**config.mk**
```make
export PLATFORM = sky130hd
export DESIGN_NAME = mask_bbox_overlay_flat
export DESIGN_NICKNAME = d
export VERILOG_FILES = /design/src/rtl/hist_eq_pkg.sv /design/src/rtl/mask_bbox_overlay_if.sv /design/src/rtl/pixel_coord_counter.sv /design/src/rtl/mask_bbox_overlay.sv /design/src/flat_wrapper.sv
export SDC_FILE = /design/constraint.sdc
export NUM_CORES = 1
export LEC_CHECK = 0
export BUFFER_PORTS_ARGS = -buffer_cell sky130_fd_sc_hd__clkbuf_2
export CORE_AREA = 10 10 161 163
export DETAILED_ROUTE_END_ITERATION = 10
export DIE_AREA = 0 0 171 173
export PLACE_DENSITY_LB_ADDON = 0.05
export SKIP_CTS_REPAIR_TIMING = 1
export SLEW_MARGIN = 5
export SYNTH_ARGS = -nofsm -noshare
export SYNTH_HDL_FRONTEND = slang
export SYNTH_HIERARCHICAL = 1
export SYNTH_SLANG_ARGS = --single-unit
```
**constraint.sdc**
```tcl
create_clock -name i_sys_clk -period 5.79 [get_ports i_sys_clk]
set_input_delay 0.2895 -clock i_sys_clk [delete_from_list [all_inputs] [get_ports i_sys_clk]]
set_output_delay 0.2895 -clock i_sys_clk [all_outputs]
set_load 0.1 [all_outputs]
```
**src/rtl/hist_eq_pkg.sv**
```systemverilog
// Shared definitions for the histogram-equalisation pipeline stages.
// Provides default widths, the channel layout of the 24-bit stage stream
// ([23:16] saturation, [15:8] mask, [7:0] original) and the bounding-box type.
package hist_eq_pkg;

  localparam int unsigned DATA_WIDTH_DEF  = 8;
  localparam int unsigned COORD_WIDTH_DEF = 12;

  // Channel slices inside the 3*DATA_WIDTH stream word
  localparam int unsigned ORIG_LO = 0;
  localparam int unsigned ORIG_HI = DATA_WIDTH_DEF - 1;
  localparam int unsigned MASK_LO = DATA_WIDTH_DEF;
  localparam int unsigned MASK_HI = 2 * DATA_WIDTH_DEF - 1;
  localparam int unsigned SAT_LO  = 2 * DATA_WIDTH_DEF;
  localparam int unsigned SAT_HI  = 3 * DATA_WIDTH_DEF - 1;

  typedef struct packed {
    logic [COORD_WIDTH_DEF-1:0] x_min;
    logic [COORD_WIDTH_DEF-1:0] x_max;
    logic [COORD_WIDTH_DEF-1:0] y_min;
    logic [COORD_WIDTH_DEF-1:0] y_max;
    logic                       valid;
  } bbox_t;

endpackage

```
**src/rtl/mask_bbox_overlay_if.sv**
```systemverilog
// AXI-Stream bundle used between pipeline stages.
// Ports (via modports): tdata[W], tvalid, tuser (start of frame),
// tlast (end of line), tready.
interface mask_bbox_overlay_if #(
  parameter int unsigned W = 24
) ();
  logic [W-1:0] tdata;
  logic         tvalid;
  logic         tuser;
  logic         tlast;
  logic         tready;

  modport master (output tdata, tvalid, tuser, tlast, input  tready);
  modport slave  (input  tdata, tvalid, tuser, tlast, output tready);
endinterface

```
**src/rtl/pixel_coord_counter.sv**
```systemverilog
// Tracks the (x,y) coordinate of each stream beat from tuser/tlast.
// Ports: i_sys_clk, i_sys_aresetn (async active-low), i_valid/i_user/i_last
// stream qualifiers; o_x_c/o_y_c coordinate of the current beat
// (combinational); o_first set until the first tuser beat after reset.
module pixel_coord_counter #(
  parameter int unsigned COORD_WIDTH = 12
) (
  input  logic                   i_sys_clk,
  input  logic                   i_sys_aresetn,
  input  logic                   i_valid,
  input  logic                   i_user,
  input  logic                   i_last,
  output logic [COORD_WIDTH-1:0] o_x_c,
  output logic [COORD_WIDTH-1:0] o_y_c,
  output logic                   o_first
);

  logic [COORD_WIDTH-1:0] r_x;
  logic [COORD_WIDTH-1:0] r_y;
  logic                   r_first;
  logic [COORD_WIDTH-1:0] w_x_inc;
  logic [COORD_WIDTH-1:0] w_y_inc;

  // A tuser beat is always pixel (0,0), whatever the running count says
  assign o_x_c   = i_user ? '0 : r_x;
  assign o_y_c   = i_user ? '0 : r_y;
  assign o_first = r_first;

  // Saturating increments: coordinates stick at all-ones instead of wrapping
  assign w_x_inc = (o_x_c == '1) ? o_x_c : o_x_c + COORD_WIDTH'(1);
  assign w_y_inc = (o_y_c == '1) ? o_y_c : o_y_c + COORD_WIDTH'(1);

  always_ff @(posedge i_sys_clk or negedge i_sys_aresetn) begin
    if (!i_sys_aresetn) begin
      r_x     <= '0;
      r_y     <= '0;
      r_first <= 1'b1;
    end else if (i_valid) begin
      r_x <= i_last ? '0 : w_x_inc;
      r_y <= i_last ? w_y_inc : o_y_c;
      if (i_user) r_first <= 1'b0;
    end
  end

endmodule

```
**src/rtl/mask_bbox_overlay.sv**
```systemverilog
// Accumulates the bounding box of mask pixels and the saturated-pixel count
// per frame, publishes them at each frame boundary, and outputs the original
// image with the last published box drawn on it (2-cycle stream latency).
// Ports: i_sys_clk, i_sys_aresetn (async active-low); s_axis 24-bit input
// stream; m_axis DATA_WIDTH overlay stream; bbox_* / bbox_valid / sat_count
// last completed frame's results; frame_done pulses when those update.
module mask_bbox_overlay
  import hist_eq_pkg::*;
#(
  parameter int unsigned           DATA_WIDTH  = DATA_WIDTH_DEF,
  parameter int unsigned           COORD_WIDTH = COORD_WIDTH_DEF,
  parameter logic [DATA_WIDTH-1:0] BOX_VALUE   = DATA_WIDTH'(8'hFF)
) (
  input  logic                     i_sys_clk,
  input  logic                     i_sys_aresetn,
  mask_bbox_overlay_if.slave       s_axis,
  mask_bbox_overlay_if.master      m_axis,
  output logic [COORD_WIDTH-1:0]   bbox_x_min,
  output logic [COORD_WIDTH-1:0]   bbox_x_max,
  output logic [COORD_WIDTH-1:0]   bbox_y_min,
  output logic [COORD_WIDTH-1:0]   bbox_y_max,
  output logic                     bbox_valid,
  output logic [2*COORD_WIDTH-1:0] sat_count,
  output logic                     frame_done
);

  localparam int unsigned BW = COORD_WIDTH_DEF;
  localparam int unsigned SW = 2 * COORD_WIDTH;
  localparam bbox_t ACC_INIT = '{x_min: '1, x_max: '0, y_min: '1, y_max: '0, valid: 1'b0};

  logic [COORD_WIDTH-1:0] w_x;
  logic [COORD_WIDTH-1:0] w_y;
  logic                   w_first;
  logic                   w_user;
  logic                   w_mask;
  logic                   w_sat;
  logic [BW-1:0]          w_xb;
  logic [BW-1:0]          w_yb;
  bbox_t                  w_acc_base;
  bbox_t                  w_acc_next;
  logic [SW-1:0]          w_sat_base;
  logic [SW-1:0]          w_sat_next;
  logic                   w_on_box;

  bbox_t                  r_acc;
  logic [SW-1:0]          r_acc_sat;
  bbox_t                  r_box;
  logic [SW-1:0]          r_sat_count;
  logic                   r_frame_done;
  logic                   r_tready;

  logic [DATA_WIDTH-1:0]  r_s1_pix;
  logic [COORD_WIDTH-1:0] r_s1_x;
  logic [COORD_WIDTH-1:0] r_s1_y;
  logic                   r_s1_valid;
  logic                   r_s1_user;
  logic                   r_s1_last;

  logic [DATA_WIDTH-1:0]  r_m_tdata;
  logic                   r_m_tvalid;
  logic                   r_m_tuser;
  logic                   r_m_tlast;

  pixel_coord_counter #(.COORD_WIDTH(COORD_WIDTH)) u_coord (
    .i_sys_clk     (i_sys_clk),
    .i_sys_aresetn (i_sys_aresetn),
    .i_valid       (s_axis.tvalid),
    .i_user        (s_axis.tuser),
    .i_last        (s_axis.tlast),
    .o_x_c         (w_x),
    .o_y_c         (w_y),
    .o_first       (w_first)
  );

  assign w_user = s_axis.tvalid & s_axis.tuser;
  assign w_mask = |s_axis.tdata[MASK_HI:MASK_LO];
  assign w_sat  = |s_axis.tdata[SAT_HI:SAT_LO];
  assign w_xb   = BW'(w_x);
  assign w_yb   = BW'(w_y);

  // Accumulator fold; a tuser beat restarts from the init values and still
  // contributes its own pixel to the new frame
  always_comb begin
    w_acc_base = w_user ? ACC_INIT : r_acc;
    w_sat_base = w_user ? '0 : r_acc_sat;
    w_acc_next = w_acc_base;
    w_sat_next = w_sat_base;
    if (w_mask) begin
      if (w_xb < w_acc_base.x_min) w_acc_next.x_min = w_xb;
      if (w_xb > w_acc_base.x_max) w_acc_next.x_max = w_xb;
      if (w_yb < w_acc_base.y_min) w_acc_next.y_min = w_yb;
      if (w_yb > w_acc_base.y_max) w_acc_next.y_max = w_yb;
      w_acc_next.valid = 1'b1;
    end
    if (w_sat && (w_sat_base != '1)) w_sat_next = w_sat_base + SW'(1);
  end

  // Accumulators and published results; first tuser after reset only opens
  always_ff @(posedge i_sys_clk or negedge i_sys_aresetn) begin
    if (!i_sys_aresetn) begin
      r_acc        <= '0;
      r_acc_sat    <= '0;
      r_box        <= '0;
      r_sat_count  <= '0;
      r_frame_done <= 1'b0;
      r_tready     <= 1'b0;
    end else begin
      r_tready     <= 1'b1;
      r_frame_done <= 1'b0;
      if (s_axis.tvalid) begin
        r_acc     <= w_acc_next;
        r_acc_sat <= w_sat_next;
      end
      if (w_user && !w_first) begin
        r_box        <= r_acc;
        r_sat_count  <= r_acc_sat;
        r_frame_done <= 1'b1;
      end
    end
  end

  // Overlay decision against the published box; the pixel in stage 1 at the
  // edge the box updates sees the new box, so a closing tuser pixel gets it
  always_comb begin
    logic [BW-1:0] xs;
    logic [BW-1:0] ys;
    logic          in_x;
    logic          in_y;
    xs       = BW'(r_s1_x);
    ys       = BW'(r_s1_y);
    in_x     = (xs >= r_box.x_min) && (xs <= r_box.x_max);
    in_y     = (ys >= r_box.y_min) && (ys <= r_box.y_max);
    w_on_box = r_box.valid &&
               ((((xs == r_box.x_min) || (xs == r_box.x_max)) && in_y) ||
                (((ys == r_box.y_min) || (ys == r_box.y_max)) && in_x));
  end

  // Two-stage stream pipeline, shifting every cycle
  always_ff @(posedge i_sys_clk or negedge i_sys_aresetn) begin
    if (!i_sys_aresetn) begin
      r_s1_pix   <= '0;
      r_s1_x     <= '0;
      r_s1_y     <= '0;
      r_s1_valid <= 1'b0;
      r_s1_user  <= 1'b0;
      r_s1_last  <= 1'b0;
      r_m_tdata  <= '0;
      r_m_tvalid <= 1'b0;
      r_m_tuser  <= 1'b0;
      r_m_tlast  <= 1'b0;
    end else begin
      r_s1_pix   <= s_axis.tdata[ORIG_HI:ORIG_LO];
      r_s1_x     <= w_x;
      r_s1_y     <= w_y;
      r_s1_valid <= s_axis.tvalid;
      r_s1_user  <= s_axis.tuser;
      r_s1_last  <= s_axis.tlast;
      r_m_tdata  <= w_on_box ? BOX_VALUE : r_s1_pix;
      r_m_tvalid <= r_s1_valid;
      r_m_tuser  <= r_s1_user;
      r_m_tlast  <= r_s1_last;
    end
  end

  assign s_axis.tready = r_tready;
  assign m_axis.tdata  = r_m_tdata;
  assign m_axis.tvalid = r_m_tvalid;
  assign m_axis.tuser  = r_m_tuser;
  assign m_axis.tlast  = r_m_tlast;

  assign bbox_x_min = COORD_WIDTH'(r_box.x_min);
  assign bbox_x_max = COORD_WIDTH'(r_box.x_max);
  assign bbox_y_min = COORD_WIDTH'(r_box.y_min);
  assign bbox_y_max = COORD_WIDTH'(r_box.y_max);
  assign bbox_valid = r_box.valid;
  assign sat_count  = r_sat_count;
  assign frame_done = r_frame_done;

endmodule

```
**src/flat_wrapper.sv**
```systemverilog
// flat-port wrapper written by rule: the top's interface ports become plain ports
module mask_bbox_overlay_flat import hist_eq_pkg::*;
#(
  parameter int unsigned           DATA_WIDTH  = DATA_WIDTH_DEF,
  parameter int unsigned           COORD_WIDTH = COORD_WIDTH_DEF,
  parameter logic [DATA_WIDTH-1:0] BOX_VALUE   = DATA_WIDTH'(8'hFF)
)
  (i_sys_clk, i_sys_aresetn, bbox_x_min, bbox_x_max, bbox_y_min, bbox_y_max, bbox_valid, sat_count, frame_done, s_axis_tdata, s_axis_tvalid, s_axis_tuser, s_axis_tlast, s_axis_tready, m_axis_tdata, m_axis_tvalid, m_axis_tuser, m_axis_tlast, m_axis_tready);
  mask_bbox_overlay_if #(.W(24)) s_axis_i ();
  mask_bbox_overlay_if #(.W(8)) m_axis_i ();
  input  logic i_sys_clk;
  input  logic i_sys_aresetn;
  output logic [COORD_WIDTH-1:0] bbox_x_min;
  output logic [COORD_WIDTH-1:0] bbox_x_max;
  output logic [COORD_WIDTH-1:0] bbox_y_min;
  output logic [COORD_WIDTH-1:0] bbox_y_max;
  output logic bbox_valid;
  output logic [2*COORD_WIDTH-1:0] sat_count;
  output logic frame_done;
  input wire logic [$bits(s_axis_i.tdata)-1:0] s_axis_tdata;
  input wire logic [$bits(s_axis_i.tvalid)-1:0] s_axis_tvalid;
  input wire logic [$bits(s_axis_i.tuser)-1:0] s_axis_tuser;
  input wire logic [$bits(s_axis_i.tlast)-1:0] s_axis_tlast;
  output wire logic [$bits(s_axis_i.tready)-1:0] s_axis_tready;
  output wire logic [$bits(m_axis_i.tdata)-1:0] m_axis_tdata;
  output wire logic [$bits(m_axis_i.tvalid)-1:0] m_axis_tvalid;
  output wire logic [$bits(m_axis_i.tuser)-1:0] m_axis_tuser;
  output wire logic [$bits(m_axis_i.tlast)-1:0] m_axis_tlast;
  input wire logic [$bits(m_axis_i.tready)-1:0] m_axis_tready;
  assign s_axis_i.tdata = s_axis_tdata;
  assign s_axis_i.tvalid = s_axis_tvalid;
  assign s_axis_i.tuser = s_axis_tuser;
  assign s_axis_i.tlast = s_axis_tlast;
  assign s_axis_tready = s_axis_i.tready;
  assign m_axis_tdata = m_axis_i.tdata;
  assign m_axis_tvalid = m_axis_i.tvalid;
  assign m_axis_tuser = m_axis_i.tuser;
  assign m_axis_tlast = m_axis_i.tlast;
  assign m_axis_i.tready = m_axis_tready;
  mask_bbox_overlay #(.DATA_WIDTH(DATA_WIDTH), .COORD_WIDTH(COORD_WIDTH), .BOX_VALUE(BOX_VALUE)) u_core (.i_sys_clk(i_sys_clk), .i_sys_aresetn(i_sys_aresetn), .s_axis(s_axis_i), .m_axis(m_axis_i), .bbox_x_min(bbox_x_min), .bbox_x_max(bbox_x_max), .bbox_y_min(bbox_y_min), .bbox_y_max(bbox_y_max), .bbox_valid(bbox_valid), .sat_count(sat_count), .frame_done(frame_done));
endmodule
```
Word level (Yosys, flattened, before mapping)
Index checks and enable logic that the tools add are counted.
{"block": "word_totals", "ff_bits": 219, "out_inout_bits": 86}
{"block": "classes", "n_addsub": 3, "n_lt_le_gt_ge": 8, "n_eq_ne": 7, "muxes": 16, "n_bitwise": 1, "n_reduce_logical": 16}
{"cell": "2-to-1 mux 12 bit", "n": 10}
{"cell": "2-to-1 mux 49 bit", "n": 2}
{"cell": "== test 12 bit", "n": 4}
{"cell": "2-to-1 mux 24 bit", "n": 2}
{"cell": "adder 12 x 1 -> 12 bit, second input constant", "n": 2}
{"cell": "adder 24 x 1 -> 24 bit, second input constant", "n": 1}
{"cell": "== test 12 bit, second input constant", "n": 2}
{"cell": "greater-or-equal comparator 12 bit", "n": 2}
{"cell": "greater-than comparator 12 bit", "n": 2}
{"cell": "<= comparator 12 bit", "n": 2}
{"cell": "less-than comparator 12 bit", "n": 2}
{"cell": "inequality test 24 bit, second input constant", "n": 1}
{"cell": "OR reduction 8 bit", "n": 2}
{"cell": "2-to-1 mux 8 bit", "n": 1}
{"cell": "logical AND 1 bit", "n": 7}
{"cell": "AND reduction 2 bit", "n": 2}
{"cell": "logical OR 1 bit", "n": 3}
{"cell": "nonzero test 2 bit", "n": 1}
{"cell": "bitwise AND 1 bit", "n": 1}
{"cell": "zero test 1 bit", "n": 1}
{"cell": "2-to-1 mux 1 bit", "n": 1}

Logic depth before layout (Yosys ltp)
{"block": "logic_depth", "word_depth": 6, "mapped_depth": 13, "ltp_nobuf": 9}

Hierarchy
The synthesis kept the hierarchy.
{"mod": "mask_bbox_overlay", "instances": 1, "cells_per_inst": 922, "area_each_um2": 9480.3, "seq_area_each_um2": 4854.7}
{"mod": "pixel_coord_counter", "instances": 1, "cells_per_inst": 191, "area_each_um2": 1674.1, "seq_area_each_um2": 626.9}

Worst setup path before layout
Ideal clock, no wire load.
{"block": "synth_path", "kind": "input -> register", "startpoint": "in s_axis_tvalid", "endpoint": "reg u_core/r_acc[26] in the netlist's numbering", "t_arrival_ps": 2725, "setup_slack_ps": 2986, "cell_stages": 13, "path_buffers": 4, "cell_sequence": "buf_6 -> nand2_1 -> clkbuf_1 -> clkbuf_1 -> nand2_1 -> ha_1 -> nor2b_1 -> o211ai_1 -> a21oi_1 -> o21bai_1 -> a211oi_1 -> buf_2 -> mux2i_1"}
{"block": "synth_between", "elab_chain_cells": 5}
{"element": "start, declared", "line": "flat_wrapper.sv:21", "source": "input wire logic [$bits(s_axis_i.tvalid)-1:0] s_axis_tvalid;"}
{"element": "bitwise AND 1 bit", "line": "mask_bbox_overlay.sv:75", "source": "assign w_user = s_axis.tvalid & s_axis.tuser;"}
{"element": "2-to-1 mux 49 bit", "line": "mask_bbox_overlay.sv:84", "source": "w_acc_base = w_user ? ACC_INIT : r_acc;"}
{"element": "greater-than comparator 12 bit", "line": "mask_bbox_overlay.sv:90", "source": "if (w_xb > w_acc_base.x_max) w_acc_next.x_max = w_xb;"}
{"element": "2-to-1 mux 12 bit", "line": "mask_bbox_overlay.sv:90"}
{"element": "2-to-1 mux 49 bit", "line": "mask_bbox_overlay.sv:88", "source": "if (w_mask) begin"}
{"element": "end signal, assigned", "line": "mask_bbox_overlay.sv:111", "source": "r_acc <= w_acc_next;"}
{"element": "end, declared", "line": "mask_bbox_overlay.sv:45", "source": "bbox_t r_acc;"}
Several ways; a longest one is shown, not always the timed one. The select of a mux whose other input is x is not followed.
A chain may end at the register's enable or synchronous reset.

Final worst setup path
{"block": "layout_path", "startpoint": "in s_axis_tvalid", "endpoint": "reg u_core/r_acc[37] in the netlist's numbering"}
{"block": "layout_between", "elab_chain_cells": 5}
{"element": "bitwise AND 1 bit", "line": "mask_bbox_overlay.sv:75"}
{"element": "2-to-1 mux 49 bit", "line": "mask_bbox_overlay.sv:84"}
{"element": "less-than comparator 12 bit", "line": "mask_bbox_overlay.sv:89", "source": "if (w_xb < w_acc_base.x_min) w_acc_next.x_min = w_xb;"}
{"element": "2-to-1 mux 12 bit", "line": "mask_bbox_overlay.sv:89"}
{"element": "2-to-1 mux 49 bit", "line": "mask_bbox_overlay.sv:88"}
Several ways; a longest one is shown, not always the timed one. The select of a mux whose other input is x is not followed.

==> impl_metrics.ini <==
[synthesis]
yosysMostFrequentCell = dfrtp_1
async_reset_ff_share_pct = 100
avgSynthCellArea_um2 = 10.0
syn-cell-area_mm2 = 0.0112
synth_top_area_share_pct = 48.9
synth-seq-cells = 219
synth_common_cells = dfrtp_1, nand2_1, ha_1, inv_1, o21ai_0
yosysWarnings = 6
synth_edf_count = 0
syn_nets = 1240
synth_seq_area_share_pct = 49.1
synth_cell_type_count = 77
synthCells = 1113
synth_ff_type = dfrtp_1
synthTopCellsByArea = dfrtp_1, ha_1, nand2_1
netlist.top_cell.by_area = dfrtp_1

[die]
core_area_mm2 = 0.0226
initial_core_util_pct = 49.4
dieHeight_um = 173
die_area_mm2 = 0.0296
core.rowCount = 55
ios = 116
chipWidth_um = 171

[timing]
fmaxAchievable_mhz = 329
final-setup-viol-count = 0
hold_slack_ps = 46.7
fin_ws_ps = 2750
fin_worst_skew_ps = 23.2
fin_crit_sh_pct = 52.4
rsz0062_at_grt = no
finalSetupTns_ps = 0
slew_violations = 0
slew_headroom_pct = 40.1
tightest_slew_ps = 892
fin_crit_ps = 3040
hold_viol = 0

[clock_tree]
htree_levels = 1
clkLatencyLatePin_ps = 520
cts_buffers = 24
cts_root_buf = clkbuf_16
cts_buffer_depth = 3
clock-sinks = 219
path_clk_slew_ps = 60
tritoncts = built

[final_layout]
syn_to_final_growth_pct = 16.1
top_register = u_core/r_acc
largest_reg_flops = 49
nets = 1360
num_antenna_cells = 0
nFillCells = 2032
drive_gt1_share_pct = 15.5
fin_cells = 1536

[grt]
grt_pass1_wl_um = 44000
grt_overflow = 0
grt_max_degree = 145
grt_usage_pct = 18.0
antenna_found_initial = 0
grt_pass1_vias = 8398

[job]
maxCapViolCount = 0

[placed_design]
dp_cells = 1483
gp_congestion = 0.831
place_ws_ps = 2250
port_buffers = 114
dp_hpwl_um = 19400

[routing]
drtAntennaViolNets = 0
drc_errors = 0
drt_iter0_drc = 568
wl_um = 26700
wire_per_inst_um = 17.4
firstDrtPassIters = 5
routed_via_density = 5.40
vias = 8298

[status]
status = complete, no violations

[worst_setup_path]
path_common_cell = buf_4
critPathSlowestCell = and2_1
worst_setup_path_end_kind = flop
ff2ff_setup_slack_ps = 3180
cp_cell_sequence = clkbuf_2 > and2_1 > buf_4 > nor2_1 > ha_1 > o21a_1 > o211ai_1 > a211o_1 > o2111ai_1 > buf_4 > mux2i_1
worstSetupStartpointType = input port
worstPathArrival_ps = 3450
slowest_delay_ps = 650
path_class = in2reg
cp_max_fo = 33
required_ps = 6200

[power]
p_sw_mw = 1.24
peakVddDrop_uv = 218
pwr_density_cell_mw_per_mm2 = 308
pwr-share-seq_pct = 41.8
p_leak_nw = 6.31
clkPwrFrac_pct = 39.5
p_sw_share_pct = 31.0
p_comb_share_pct = 18.7
power.internal_mw = 2.75

[worst_hold_path]
hp-class = in2reg
==> power groups by stage <==
stage / sequential [mW] / combinational (mW) / clock (mW)
2_1_floorplan: 2.00 / 0.256 / 0
5_1_grt: 1.68 / 0.804 / 1.69
4_1_cts: 1.67 / 0.747 / 1.62
6_report: 1.67 / 0.744 / 1.58
3_5_place_dp: 1.69 / 0.745 / 0
3_3_place_gp: 1.69 / 0.739 / 0
==> metrics by stage <==
stage	area [um2]	total power, mW	utilization, %
final	12900	3.99	57.4
after global routing	12900	4.17	57.4
after CTS	12900	4.03	57.0
after detailed placement	12000	2.44	53.3
after global placement	12000	2.43	53.3
after floorplan	11200	2.25	-
==> area by class of cell <==
cell class | count | area (um2) | area share [%]
inverters | 81 | 305 | 2.36
well taps | 285 | 357 | 2.75
multi-input cells | 773 | 5190 | 40.1
flip-flops and latches | 219 | 5480 | 42.3
clock inverters | 7 | 87.6 | 0.677
repair buffers | 134 | 778 | 6.01
clock buffers | 37 | 741 | 5.72
==> worst max-delay path, delay by kind of cell <==
| kind | cells | cell delay (ps) |
|---|---|---|
| AND/OR/NAND/NOR | 2 | 760 |
| adder cells (fa/ha/maj) | 1 | 280 |
| buffers and inverters | 3 | 1250 |
| multiplexers | 1 | 250 |
| AO/OA/AOI/OAI | 4 | 590 |
==> worst paths after layout <==
| kind | start | to | depth (start not counted) |
|---|---|---|---|
| min | s_axis_tlast | u_core/r_s1_last | 1 |
| max | s_axis_tvalid | u_core/r_acc[37] | 11 |
| max in group asynchronous | i_sys_aresetn | u_core/u_coord/r_x[5] | 3 |
| max reg2reg | u_core/u_coord/r_y[0] | u_core/r_acc[1] | 10 |
| min in group asynchronous | i_sys_aresetn | u_core/bbox_y_min[6] | 2 |
| min reg2reg | u_core/r_s1_last | u_core/m_axis.tlast | 0 |
==> placed cells by master, fill, tap and decap left out, types with 4 or more instances in the layout <==
| cell | netlist | layout |
|---|---|---|
| and2_1 | 10 | 10 |
| nor2_1 | 60 | 60 |
| ha_1 | 97 | 97 |
| and3_1 | 4 | 4 |
| or3_1 | 10 | 10 |
| mux2i_1 | 51 | 51 |
| dfrtp_1 | 218 | 218 |
| clkbuf_8 | 0 | 7 |
| o211ai_1 | 10 | 10 |
| clkinv_2 | 0 | 5 |
| xnor2_1 | 19 | 19 |
| nand4b_1 | 5 | 5 |
| a21o_1 | 6 | 6 |
| a21oi_1 | 41 | 41 |
| nand2_1 | 205 | 205 |
| clkbuf_16 | 0 | 25 |
| xor2_1 | 8 | 8 |
| or4_1 | 6 | 6 |
| clkbuf_2 | 0 | 113 |
| nor4_1 | 8 | 8 |
| nand2b_1 | 6 | 6 |
| and4_1 | 4 | 4 |
| buf_4 | 0 | 9 |
| nand4_1 | 26 | 26 |
| nor2b_1 | 28 | 28 |
| nand3_1 | 12 | 12 |
| inv_1 | 80 | 80 |
| a211oi_1 | 7 | 5 |
| clkbuf_1 | 25 | 5 |
| nor4b_1 | 4 | 4 |
| o21ai_0 | 65 | 65 |
| dlygate4sd3_1 | 0 | 9 |
| nor3_1 | 13 | 13 |
==> kinds of logic (layout without fill, tap and decap cells) <==
group | Yosys count | in the layout | share of synthesized area (%)
flip-flops | 219 | 219 | 49.1
other | 1 | 1 | 0.0336
AND/OR/NAND/NOR | 424 | 424 | 18.8
multiplexers | 54 | 54 | 4.88
AO/OA/AOI/OAI | 170 | 170 | 9.73
XOR/XNOR | 27 | 27 | 2.12
adder cells (fa/ha/maj) | 97 | 97 | 10.9
buffers and inverters | 121 | 259 | 4.37
==> routing by layer <==
layer | track usage, % | vias up | wire length [um]
met1 | 27.2 | 4019 | 13800
met3 | 3.21 | 18 | 1600
met2 | 26.2 | 173 | 11100
met5 | 0 | - | 0
li1 | - | 4088 | -
met4 | 3.23 | 0 | 280
(Power assumes the default switching activity.)
